## src/rtl/apb_pkg.sv

```systemverilog
// Shared types and default widths for the APB initiator.
package apb_pkg;

    // Transfer phases of the APB initiator.
    typedef enum logic [1:0] {
        IDLE,
        SETUP,
        ACCESS
    } apb_state_e;

    localparam int APB_ADDR_W = 12;
    localparam int APB_DATA_W = 32;

endpackage : apb_pkg

```

## src/rtl/apb_master.sv

```systemverilog
// APB3 initiator: turns one valid/ready request at a time into a SETUP/ACCESS
// transfer and returns read data and error status on a one-cycle strobe.
// Optional feature: define APB_MASTER_TIMEOUT_EN to abort ACCESS phases that
// wait longer than TIMEOUT_CYCLES cycles (response then reports an error).
module apb_master
    import apb_pkg::*;
#(
    parameter int ADDR_W         = APB_ADDR_W,
    parameter int DATA_W         = APB_DATA_W,
    parameter int TIMEOUT_CYCLES = 256
) (
    input  logic              pclk_i,
    input  logic              prst_i,
    // Core-side request
    input  logic              req_valid_i,
    output logic              req_ready_o,
    input  logic              req_write_i,
    input  logic [ADDR_W-1:0] req_addr_i,
    input  logic [DATA_W-1:0] req_wdata_i,
    // Core-side response
    output logic              rsp_valid_o,
    output logic [DATA_W-1:0] rsp_rdata_o,
    output logic              rsp_err_o,
    // APB bus
    output logic              psel_o,
    output logic              penable_o,
    output logic              pwrite_o,
    output logic [ADDR_W-1:0] paddr_o,
    output logic [DATA_W-1:0] pwdata_o,
    input  logic [DATA_W-1:0] prdata_i,
    input  logic              pready_i,
    input  logic              pslverr_i
);

    apb_state_e state;
    apb_state_e next_state;
    logic       done;       // ACCESS completes with the slave ready
    logic       timeout;    // ACCESS abandoned after too many wait states

`ifdef APB_MASTER_TIMEOUT_EN
    localparam int CNT_W = $clog2(TIMEOUT_CYCLES + 1);
    logic [CNT_W-1:0] wait_cnt;
    logic             wait_limit;

    // The limit is hit when the wait state in progress would bring the count to TIMEOUT_CYCLES.
    assign wait_limit = (wait_cnt == CNT_W'(TIMEOUT_CYCLES - 1));
`endif

    // Only one transfer in flight: accept a new request only when idle.
    assign req_ready_o = (state == IDLE);

    // State register.
    always_ff @(posedge pclk_i or posedge prst_i) begin
        // NOTE: non-blocking assignments so every flop samples pre-edge values, independent of block order.
        if (prst_i) begin
            state <= IDLE;
        end else begin
            state <= next_state;
        end
    end

    // Next-state decode and completion/timeout qualifiers.
    always_comb begin
        // NOTE: defaults first so every path assigns every output and no latch is inferred.
        next_state = state;
        done       = 1'b0;
        timeout    = 1'b0;
        unique case (state)
            IDLE: begin
                if (req_valid_i) begin
                    next_state = SETUP;
                end
            end
            SETUP: begin
                next_state = ACCESS;
            end
            ACCESS: begin
                if (pready_i) begin
                    next_state = IDLE;
                    done       = 1'b1;
                end
`ifdef APB_MASTER_TIMEOUT_EN
                else if (wait_limit) begin
                    next_state = IDLE;
                    timeout    = 1'b1;
                end
`endif
            end
            default: begin
                next_state = IDLE;
            end
        endcase
    end

    // APB outputs: control from the upcoming state, address/data captured on handshake.
    always_ff @(posedge pclk_i or posedge prst_i) begin
        if (prst_i) begin
            psel_o    <= 1'b0;
            penable_o <= 1'b0;
            pwrite_o  <= 1'b0;
            paddr_o   <= '0;
            pwdata_o  <= '0;
        end else begin
            psel_o    <= (next_state != IDLE);
            penable_o <= (next_state == ACCESS);
            if (req_valid_i && req_ready_o) begin
                pwrite_o <= req_write_i;
                paddr_o  <= req_addr_i;
                pwdata_o <= req_wdata_i;
            end
        end
    end

    // Response strobe plus read data / error that hold until the next completion.
    always_ff @(posedge pclk_i or posedge prst_i) begin
        if (prst_i) begin
            rsp_valid_o <= 1'b0;
            rsp_rdata_o <= '0;
            rsp_err_o   <= 1'b0;
        end else begin
            rsp_valid_o <= done | timeout;
            if (done) begin
                rsp_rdata_o <= pwrite_o ? '0 : prdata_i;
                rsp_err_o   <= pslverr_i;
            end else if (timeout) begin
                rsp_rdata_o <= '0;
                rsp_err_o   <= 1'b1;
            end
        end
    end

`ifdef APB_MASTER_TIMEOUT_EN
    // Wait-state counter: cleared on entry to SETUP, counts ACCESS cycles without pready.
    always_ff @(posedge pclk_i or posedge prst_i) begin
        if (prst_i) begin
            wait_cnt <= '0;
        end else if (next_state == SETUP) begin
            wait_cnt <= '0;
        end else if (state == ACCESS && !pready_i) begin
            wait_cnt <= wait_cnt + 1'b1;
        end
    end
`endif

endmodule : apb_master

```

## config.mk

```make
export PLATFORM = sky130hd
export DESIGN_NAME = apb_master
export DESIGN_NICKNAME = d
export VERILOG_FILES = /design/src/rtl/apb_pkg.sv /design/src/rtl/apb_master.sv
export SDC_FILE = /design/constraint.sdc
export NUM_CORES = 1
export LEC_CHECK = 0
export ABC_AREA = 1
export ABC_CLOCK_PERIOD_IN_PS = 3700
export BUFFER_PORTS_ARGS = -buffer_cell sky130_fd_sc_hd__buf_2
export CAP_MARGIN = 5
export CORE_MARGIN = 1
export CORE_UTILIZATION = 24
export CTS_BUF_LIST = sky130_fd_sc_hd__clkbuf_4 sky130_fd_sc_hd__clkbuf_8 sky130_fd_sc_hd__clkbuf_16
export CTS_CLUSTER_SIZE = 28
export DETAILED_ROUTE_END_ITERATION = 16
export PLACE_DENSITY = 0.47
export SYNTH_ARGS = -nofsm -noshare
export SYNTH_HDL_FRONTEND = slang
export SYNTH_SLANG_ARGS = --single-unit
```

## constraint.sdc

```tcl
create_clock -name pclk_i -period 3.7 [get_ports pclk_i]
set_input_delay 0.37 -clock pclk_i [delete_from_list [all_inputs] [get_ports pclk_i]]
set_output_delay 0.37 -clock pclk_i [all_outputs]
set_load 0.02 [all_outputs]
```

# Word level (Yosys, flattened, before mapping)
# Index checks and enable logic that the tools add are counted.
[totals]
regBits = 83
output_inout_bits = 82
elab_cells = 21
[op_classes]
n_eq_ne = 3
mux = 6
n_reduce_logical = 3
[op_table]
columns = ["op", "count"]
rows = [
  ["$mux W32", 1],
  ["$pmux W2 S3", 1],
  ["$eq A2 B2 Y1 const B", 2],
  ["$mux W2", 2],
  ["$eq A2 B1 Y1 const B", 1],
  ["$logic_not A2 Y1", 1],
  ["$mux W1", 2],
  ["$reduce_bool A2 Y1", 1],
  ["$logic_and A1 B1 Y1", 1],
]

# Logic depth before layout (Yosys ltp)
# Gate-level depths: netlist of the first run.
[depth]
ltp_word = 3
mapped_depth = 6
mapped_depth_nobuf = 4

# Least setup slack after synthesis of the first run
# OpenSTA, ideal clock, no wires.
[synth_timing]
path_kind = "reg2out"
start = "register state[0]"
end = "output port req_ready_o"
arrival_time_ps = 901
path_slack_ps = 2429
stages_incl_launch_ff = 4
n_path_buf = 2
cell_sequence = "dfrtp_1 nor2_1 buf_4 buf_2"
[synth_via]
elab_chain_cells = 1
[synth_lines]
columns = ["element", "line", "text"]
rows = [
  ["from (decl)", "apb_master.sv:35", "apb_state_e state;"],
  ["from (signal assigned)", "apb_master.sv:58", "state <= next_state;"],
  ["$logic_not A2 Y1", "apb_master.sv:50", "assign req_ready_o = (state == IDLE);"],
  ["to (decl)", "apb_master.sv:16", "output logic req_ready_o,"],
]
# No other way between the ends.

# Worst setup path in the final report of the first run
[layout_timing]
start = "register state[1]"
end = "output port req_ready_o"
# Same word-level chain as after synthesis.

==> results of run 1 <==
registers in the layout, indices dropped and copies added (netlist names):
signal and flops:
paddr_o 12, penable_o 1, psel_o 1, pwdata_o 32, pwrite_o 1, rsp_err_o 1
rsp_rdata_o 32, rsp_valid_o 1, state 2
placed cells by master (no fill, tap or decap):
cell type,Yosys,routed
nand2_1,193,193
buf_2,13,163
dfrtp_1,83,83
nand3_1,47,47
inv_1,38,37
nor2_1,33,32
clkbuf_16,0,9
buf_4,5,7
clkbuf_4,0,3
clkinv_2,0,2
nor2_2,1,1
nor2_4,0,1
nand4_1,1,1
clkinvlp_4,0,1
clkbuf_8,0,1
layer usage:
metal  global-route usage (%)  wire length (microns)
met5                        0                      0
met4                    6.481                    173
met3                    3.558                    599
met2                    20.59                   4373
met1                    16.24                   4228
power breakdown:
part	switching (mW)	internal [mW]
registers	0.242	1.31
clock network	0.351	0.491
logic	1.18	0.549
area by class of cell:
type	instances	area share, %
inverter	38	3.067
clock buffer	13	5.573
clock inverter	2	0.2667
sequential	83	44.27
timing repair buffer	170	18.51
multi-input combinational	275	23.52
tap	180	4.800
cell families after synthesis:
| kind of cell | count (synthesis) |
|---|---|
| simple gates | 275 |
| flops | 83 |
| buf+inv | 63 |
path summary, 6_finish.rpt:
path / start / to / depth (start not counted)
worst max register to register: state[1]$_DFF_PP0_ / pwdata_o[9]$_DFFE_PP0P_ / 5
min in group pclk_i: req_wdata_i[4] / pwdata_o[4]$_DFFE_PP0P_ / 3
max in group asynchronous: prst_i / pwdata_o[26]$_DFFE_PP0P_ / 3
worst min-delay path: prst_i / pwdata_o[23]$_DFFE_PP0P_ / 2
worst max-delay path: state[1]$_DFF_PP0_ / req_ready_o / 3
worst min register to register: paddr_o[7]$_DFFE_PP0P_ / paddr_o[7]$_DFFE_PP0P_ / 2
metrics by stage:
stage               util, %  std cells
global route          33.67        761
floorplan                 -        421
CTS                   33.67        761
finish                33.67        761
global placement      31.71        746
detailed placement    31.71        746
==> results.json, run 1 <==
{
  "outcome": "complete, no violations",
  "dp_hpwl_microns": 6355,
  "hold_path_class": "input port to async pin",
  "io_buffers": 163,
  "path_cells": "nor2_4 > buf_4 > buf_2",
  "place.gp.congestion": 0.7329,
  "initial_core_util_pct": 24.72,
  "overflow": 0,
  "syn_area_sq_um": 3445,
  "fmax_mhz": 458.5,
  "synthAdderAreaFrac_pct": 0,
  "final_antenna_net_count": 0,
  "timing.setup.tns_ps": 0,
  "fill_cells": 1533,
  "powerDensity_nw_per_um2": 878.7,
  "cts_tree": "built",
  "fp.dieW_microns": 121.8,
  "post_route_cells_drive_above_1_share_pct": 32.36,
  "antennaDiodeCount": 0,
  "finalMaxSlewViolations": 0,
  "synth.largest_area_cell": "dfrtp_1",
  "wl_microns": 9375,
  "root_buffer": "clkbuf_16",
  "area_growth_pct": 36.22,
  "cts_sinks": 83,
  "multi_input_area_sq_um": 1104,
  "worst_path_max_delay_cell": "dfrtp_1",
  "syn_nets": 503,
  "postCtsHoldBufs": 0,
  "r2r_slack_ps": 2050,
  "crit_required_ps": 3330,
  "yosys.cell_types.count": 10,
  "tightestPinTransition_ps": 864.5,
  "regArea_sq_um": 2077,
  "row_count": 43,
  "synth_seq_cells": 83,
  "cts_max_path_buffers": 2,
  "synthTopCellsByArea": "dfrtp_1 (60%), nand2_1 (21%), nand3_1 (6.8%)",
  "wl_per_cell_microns": 12.32,
  "yosys.area_share.xor_xnor_pct": 0,
  "synth_simple_gate_area_share_pct": 31.82,
  "syn_inst": 421,
  "ctsResizeCount": 0,
  "p_leak_nw": 2.851,
  "peakVddDrop_mv": 0.3279,
  "yosysWarnings": 0,
  "rsz0062_at_grt": "no",
  "die-height_microns": 121.8,
  "drc": 0,
  "grt_pass1_wl_microns": 14670,
  "synth_most_common_cell": "nand2_1",
  "worstSetupEndpointType": "output port",
  "slew_headroom_pct": 42.37,
  "detail_route.vias_per_cell": 4.120,
  "core_region_area_sq_um": 13930,
  "design_area_sq_um": 4692,
  "synthesis.area_per_instance_sq_um": 8.182,
  "place_area_sq_um": 4418,
  "drt-pass1-iter-count": 4,
  "io_pins": 164,
  "critPathMaxStageDelay_ps": 450,
  "cp.arrival_ps": 1810,
  "synth_compound_area_share_pct": 0,
  "grt_pass1_vias": 2942,
  "die-area_sq_um": 14840,
  "critical_path_class": "flop to output port",
  "antenna_found_initial": 0,
  "synth_flop_cell": "dfrtp_1",
  "setup_viol": 0,
  "post_cts_buffers": 0,
  "clock_latency_ps": 340,
  "grtUsageTotal_pct": 13.01,
  "synth_mux_area_share_pct": 0,
  "finClkSkew_ps": 6.991,
  "fin_crit_sh_pct": 58.95,
  "dp_worst_setup_slack_ps": 1791,
  "first_iter_violations": 134,
  "synth_enable_flop_cells": 0,
  "yosysTopAreaCellShare_pct": 60.30,
  "ys_seq_area_share_pct": 60.30,
  "power.total_mw": 4.123,
  "hold_viol": 0,
  "h-tree-depth": 3,
  "final_nets": 659,
  "synth_top_family_by_area": "simple AND/OR/NAND/NOR gates",
  "worst_slack_ps": 1519,
  "path_max_fanout": 26,
  "clk_pin_slew_ps": 60,
  "drv_cap": 0,
  "hold_slack_ps": 164.0,
  "ys_top_cells_by_count": "nand2_1 (193), dfrtp_1 (83), nand3_1 (47)",
  "vias": 3135,
  "crit_family": "buffers and inverters",
  "start_kind": "flop",
  "cp_num_buf_inv": 2,
  "postSynth.asyncResetShare_pct": 100.0,
  "grt_max_degree": 49,
  "cts_inserted_buffers": 9,
  "period_needed_ps": 2181
}
No activity file was read; power rests on OpenSTA's default activity.
==> run 2: changes to the inputs <==
--- a/config.mk
+++ b/config.mk
@@ -6,7 +6,7 @@
 export NUM_CORES = 1
 export LEC_CHECK = 0
 export ABC_AREA = 1
-export ABC_CLOCK_PERIOD_IN_PS = 3700
+export ABC_CLOCK_PERIOD_IN_PS = 1800
 export BUFFER_PORTS_ARGS = -buffer_cell sky130_fd_sc_hd__buf_2
 export CAP_MARGIN = 5
 export CORE_MARGIN = 1
@@ -14,7 +14,7 @@
 export CTS_BUF_LIST = sky130_fd_sc_hd__clkbuf_4 sky130_fd_sc_hd__clkbuf_8 sky130_fd_sc_hd__clkbuf_16
 export CTS_CLUSTER_SIZE = 28
 export DETAILED_ROUTE_END_ITERATION = 16
-export PLACE_DENSITY = 0.47
+export PLACE_DENSITY = 0.49
 export SYNTH_ARGS = -nofsm -noshare
 export SYNTH_HDL_FRONTEND = slang
 export SYNTH_SLANG_ARGS = --single-unit
==> constraint.sdc (replaced) <==
create_clock -name pclk_i -period 1.8 [get_ports pclk_i]
set_input_delay 0.18 -clock pclk_i [delete_from_list [all_inputs] [get_ports pclk_i]]
set_output_delay 0.18 -clock pclk_i [all_outputs]
set_load 0.02 [all_outputs]
==> run 2 against run 1 <==
Power up 110%. Combinational power increased by 110%. Global-route usage is 0.30 points higher. Via count increased by 0.64%. Flip-flop and latch count unchanged. Largest cell class unchanged. Critical endpoint unchanged. Non-clock buffer count is 5 higher. Worst hold slack got worse by 93 ps.
==> results.json, run 2 (synthesis gave the netlist of run 1 again) <==
{
  "crit_family": "flip-flops",
  "setup_viol": 0,
  "place.gp.congestion": 0.6924,
  "cp.arrival_ps": 1380,
  "wl_microns": 9400,
  "peakVddDrop_mv": 0.6755,
  "hold-path-endpoint": "pwdata_o[27]$_DFFE_PP0P_",
  "grt_pass1_vias": 2988,
  "grt_pass1_wl_microns": 15100,
  "final_antenna_net_count": 0,
  "overflow": 0,
  "post_route_cells_drive_above_1_share_pct": 32.76,
  "detail_route.vias_per_cell": 4.113,
  "cp_num_buf_inv": 2,
  "worstSetupEndpointType": "output port",
  "slew_headroom_pct": 66.22,
  "worst_path_max_delay_cell": "dfrtp_1",
  "dp_hpwl_microns": 6500,
  "cts_inserted_buffers": 9,
  "core_region_area_sq_um": 13930,
  "antenna_found_initial": 1,
  "die-height_microns": 121.8,
  "wl_per_cell_microns": 12.26,
  "cts_sinks": 83,
  "rr_startpoint": "state[1]$_DFF_PP0_",
  "regArea_sq_um": 2077,
  "clock_latency_ps": 340,
  "crit_required_ps": 1620,
  "reg2reg_depth": 5,
  "holdPathStages": 3,
  "die-area_sq_um": 14840,
  "vias": 3155,
  "ctsResizeCount": 0,
  "grtUsageTotal_pct": 13.31,
  "cts_max_path_buffers": 2,
  "hold_path_class": "input port to flop",
  "fill_cells": 1531,
  "h-tree-depth": 3,
  "drv_cap": 0,
  "grt_max_degree": 47,
  "r2r_slack_ps": 560,
  "clk_pin_slew_ps": 60,
  "critical_path_class": "flop to output port",
  "start_kind": "flop",
  "hp-start": "req_wdata_i[27]",
  "fin_crit_sh_pct": 86.67,
  "largestRegisters": "pwdata_o x32, rsp_rdata_o x32, paddr_o x12",
  "rsz0062_at_grt": "no",
  "critPathMaxStageDelay_ps": 450,
  "root_buffer": "clkbuf_16",
  "cp_num_cells": 3,
  "hold_viol": 0,
  "fp.dieW_microns": 121.8,
  "row_count": 43,
  "multi_input_area_sq_um": 1104,
  "period_needed_ps": 1560,
  "outcome": "complete, no violations",
  "path_cells": "nor2_4 > buf_12 > buf_2",
  "place_area_sq_um": 4488,
  "timing.setup.tns_ps": 0,
  "final_nets": 664,
  "initial_core_util_pct": 24.72,
  "regToRegEndpoint": "rsp_rdata_o[11]$_DFFE_PP0P_",
  "path_max_fanout": 46,
  "powerDensity_nw_per_um2": 1814,
  "first_iter_violations": 127,
  "finalMaxSlewViolations": 0,
  "io_buffers": 163,
  "fmax_mhz": 641.0,
  "mostFrequentLayoutCells": "nand2_1 (193), buf_2 (163), dfrtp_1 (83)",
  "p_leak_nw": 2.907,
  "tightestPinTransition_ps": 505.6,
  "cts_tree": "built",
  "drt-pass1-iter-count": 7,
  "design_area_sq_um": 4818,
  "area_growth_pct": 39.88,
  "finClkSkew_ps": 5.413,
  "drc": 0,
  "final_common_cell": "nand2_1",
  "io_pins": 164
}
-- run 2: cell count changes in the layout (fill, tap and decap cells not counted), moves of 2 or more --
cell / before / now
buf_12: 0 / 3
clkbuf_8: 1 / 4
clkbuf_4: 3 / 1
clkinv_2: 2 / 0
-- run 2: timing repair --
action                                 CTS  global route
buffers inserted                         0             0
hold buffers                             1             0
endpoints found under the hold margin   15             0
-- run 2: worst max-delay path by stage --
| stage | start | slack, ps | endpoint |
|---|---|---|---|
| 5_1_grt | state[0]$_DFF_PP0_ | 160 | req_ready_o |
| 6_report | state[1]$_DFF_PP0_ | 240 | req_ready_o |
| 4_1_cts | state[0]$_DFF_PP0_ | 210 | req_ready_o |
| 3_5_place_dp | state[1]$_DFF_PP0_ | 560 | rsp_rdata_o[24]$_DFFE_PP0P_ |
| 2_1_floorplan | pwrite_o$_DFFE_PP0P_ | 630 | rsp_rdata_o[0]$_DFFE_PP0P_ |
| 3_3_place_gp | state[1]$_DFF_PP0_ | 590 | rsp_rdata_o[30]$_DFFE_PP0P_ |
-- run 2: cell type report --
class                           count  area share (%)
Sequential cell                    83           43.11
Antenna cell                        1         0.05193
Clock buffer                       14           5.972
Timing Repair Buffer              175           19.63
Tap cell                          180           4.674
Multi-Input combinational cell    275           22.90
Inverter                           38           3.038
Clock inverter                      1          0.6232
-- run 2: metal layers --
layer	global-route usage (%)	vias to the layer above	share of wire (%)	wire length, microns
met1	16.59	1452	45	4192
met2	20.97	105	46	4293
met5	0	-	0	0
met3	4.167	13	8.1	759
met4	6.019	0	1.6	155
li1	-	1585	-	-
-- run 2: stage by stage --
| stage | cells | setup WS, ps | power (mW) | hold slack, ps | utilization (%) |
|---|---|---|---|---|---|
| 2_1_floorplan | 421 | 633.7 | 5.516 | 324.7 | - |
| 3_3_place_gp | 750 | 590.5 | 6.815 | 250.3 | 32.21 |
| 3_5_place_dp | 750 | 560.5 | 6.898 | 254.2 | 32.21 |
| 4_1_cts | 766 | 210.2 | 8.914 | 53.99 | 34.56 |
| 5_1_grt | 766 | 163.8 | 9.417 | 71.72 | 34.56 |
| 6_report | 767 | 240.0 | 8.742 | 71.29 | 34.58 |
-- run 2: report_power, final --
group	internal, mW	switching [mW]
sequential	2.69	0.438
clock	1.23	0.712
combinational	1.18	2.48
total	5.11	3.63
-- run 2: tightest hold or removal path, cell delays in order --
cell     delay, ps
buf_2           80
nand3_1         60
nand2_1         60
==> run 3: changes to the inputs <==
--- a/config.mk
+++ b/config.mk
@@ -14,7 +14,7 @@
 export CTS_BUF_LIST = sky130_fd_sc_hd__clkbuf_4 sky130_fd_sc_hd__clkbuf_8 sky130_fd_sc_hd__clkbuf_16
 export CTS_CLUSTER_SIZE = 28
 export DETAILED_ROUTE_END_ITERATION = 16
-export PLACE_DENSITY = 0.49
+export PLACE_DENSITY = 0.5
 export SYNTH_ARGS = -nofsm -noshare
 export SYNTH_HDL_FRONTEND = slang
 export SYNTH_SLANG_ARGS = --single-unit
==> run 3 against run 2 <==
Sequential power grew 2%. Combinational power barely moved. Count of clock-buffer cells in the layout decreased by 2. Sequential share of layout area down 0.26 points. Routed wire length fell by 1.4%. Non-clock buffer count decreased by 2. Die area is the same. Global-route usage shrank 0.54 points. Largest cell class unchanged. Fmax increased by 1.7%. Largest power group unchanged. Final cell count fell by 0.26%.
==> results.json, run 3 (synthesis gave the netlist of run 1 again) <==
{
  "drt-pass1-iter-count": 4,
  "io_pins": 164,
  "drc": 0,
  "period_needed_ps": 1534,
  "dp.cells": 748,
  "fp.dieW_microns": 121.8,
  "cts_inserted_buffers": 9,
  "critPathMaxStageDelay_ps": 440,
  "crit_required_ps": 1620,
  "p_leak_nw": 2.917,
  "final_nets": 662,
  "finalMaxSlewViolations": 0,
  "largestRegisters": "pwdata_o x32, rsp_rdata_o x32, paddr_o x12",
  "cts_max_path_buffers": 2,
  "slew_headroom_pct": 63.08,
  "overflow": 0,
  "core_region_area_sq_um": 13930,
  "cp.arrival_ps": 1350,
  "detail_route.vias_per_cell": 4.120,
  "worst_slack_ps": 265.9,
  "hold-path-endpoint": "paddr_o[0]$_DFFE_PP0P_",
  "cts_tree": "built",
  "dp_hpwl_microns": 6296,
  "cp_num_buf_inv": 2,
  "vias": 3152,
  "instances_no_fill": 765,
  "rr_startpoint": "state[1]$_DFF_PP0_",
  "hp-start": "req_addr_i[0]",
  "h-tree-depth": 3,
  "worst_path_max_delay_cell": "dfrtp_1",
  "final_common_cell": "nand2_1",
  "wl_microns": 9269,
  "cts_sinks": 83,
  "wl_per_cell_microns": 12.12,
  "row_count": 43,
  "grt_max_degree": 84,
  "grtUsageTotal_pct": 12.77,
  "hold_path_class": "input port to flop",
  "final_antenna_net_count": 0,
  "outcome": "complete, no violations",
  "area_growth_pct": 40.72,
  "post_cts_buffers": 0,
  "rsz0062_at_grt": "no",
  "grt_pass1_wl_microns": 14550,
  "antennaDiodeCount": 0,
  "critical_path_class": "flop to output port",
  "initial_core_util_pct": 24.72,
  "setup_viol": 0,
  "dp_worst_setup_slack_ps": 569.5,
  "grt-busiest-layer": "met2",
  "r2r_slack_ps": 570,
  "timing.setup.tns_ps": 0,
  "place.gp.congestion": 0.7173,
  "clk_pin_slew_ps": 60,
  "multi_input_area_sq_um": 1106,
  "finClkSkew_ps": 5.400,
  "hold_viol": 0,
  "design_area_sq_um": 4847,
  "reg2reg_depth": 5,
  "worstSetupEndpointType": "output port",
  "drv_cap": 0,
  "power.total_mw": 9.050,
  "crit_family": "flip-flops",
  "use_met3_pct": 3.699,
  "root_buffer": "clkbuf_16",
  "die-height_microns": 121.8,
  "powerDensity_nw_per_um2": 1867,
  "grt_pass1_vias": 2952,
  "antenna_found_initial": 0,
  "grt_util_met2_pct": 21.01,
  "fmax_mhz": 651.9,
  "die-area_sq_um": 14840,
  "first_iter_violations": 101,
  "grtUsageMet1_pct": 15.46,
  "peakVddDrop_mv": 0.6175,
  "startpoint": "state[0]$_DFF_PP0_",
  "place_area_sq_um": 4476,
  "post_route_cells_drive_above_1_share_pct": 32.82,
  "path_max_fanout": 28,
  "start_kind": "flop",
  "holdPathStages": 3,
  "mostFrequentLayoutCells": "nand2_1 (192), buf_2 (163), dfrtp_1 (83)",
  "io_buffers": 163,
  "tightestPinTransition_ps": 553.8,
  "clock_latency_ps": 340,
  "regArea_sq_um": 2077,
  "path_cells": "nor2_4 > buf_12 > buf_2",
  "regToRegEndpoint": "rsp_rdata_o[19]$_DFFE_PP0P_",
  "fill_cells": 1475,
  "fin_crit_sh_pct": 85.23
}
[run 3: changes by cell type in the layout (fill, tap and decap cells not counted), sizes merged]
cell / before / now
bufinv: 1 / 3
diode: 1 / 0
buf: 174 / 172
clkbuf: 14 / 12
clkinv: 0 / 1
[run 3: area by class of cell]
cell class	instances	share of cell area, %
clock buffers	12	5.498
repair buffers	173	19.20
flip-flops and latches	83	42.85
well taps	180	4.646
inverters	38	3.020
clock inverters	4	1.962
multi-input cells	275	22.82
[run 3: routing by layer]
metal	share of wire, %	up-vias	wire [microns]
li1	-	1581	-
met1	46	1460	4220
met2	46	102	4287
met3	6.6	9	610
met4	1.6	0	150
met5	0	-	0
[run 3: what timing repair did]
action / 4_1_cts / 5_1_grt
hold buffers: 1 / 0
hold endpoints to repair: 48 / 0
gates resized for setup: 0 / 0
[run 3: where the power goes]
part           internal, mW  switching (mW)
Clock                  1.47           0.738
Combinational          1.22            2.43
Sequential             2.69           0.499
Total                  5.38            3.67
[run 3: worst max path at each step]
stage	to	slack [ps]	cells past startpoint
after floorplan	rsp_rdata_o[0]$_DFFE_PP0P_	630	5
after global placement	rsp_rdata_o[11]$_DFFE_PP0P_	610	4
after detailed placement	rsp_rdata_o[13]$_DFFE_PP0P_	570	5
after CTS	req_ready_o	230	3
after global routing	req_ready_o	190	3
final	req_ready_o	270	3
[run 3: tightest hold or removal path, cell delays in order]
cell and delay (ps):
buf_2 70, nand3_1 60, nand2_1 60
[run 3: through the flow]
stage / hold WS (ps) / util [%]
3_3_place_gp: 349.2 / 32.12
2_1_floorplan: 324.7 / -
3_5_place_dp: 360.8 / 32.12
4_1_cts: 49.77 / 34.79
5_1_grt: 68.07 / 34.79
6_report: 66.67 / 34.79
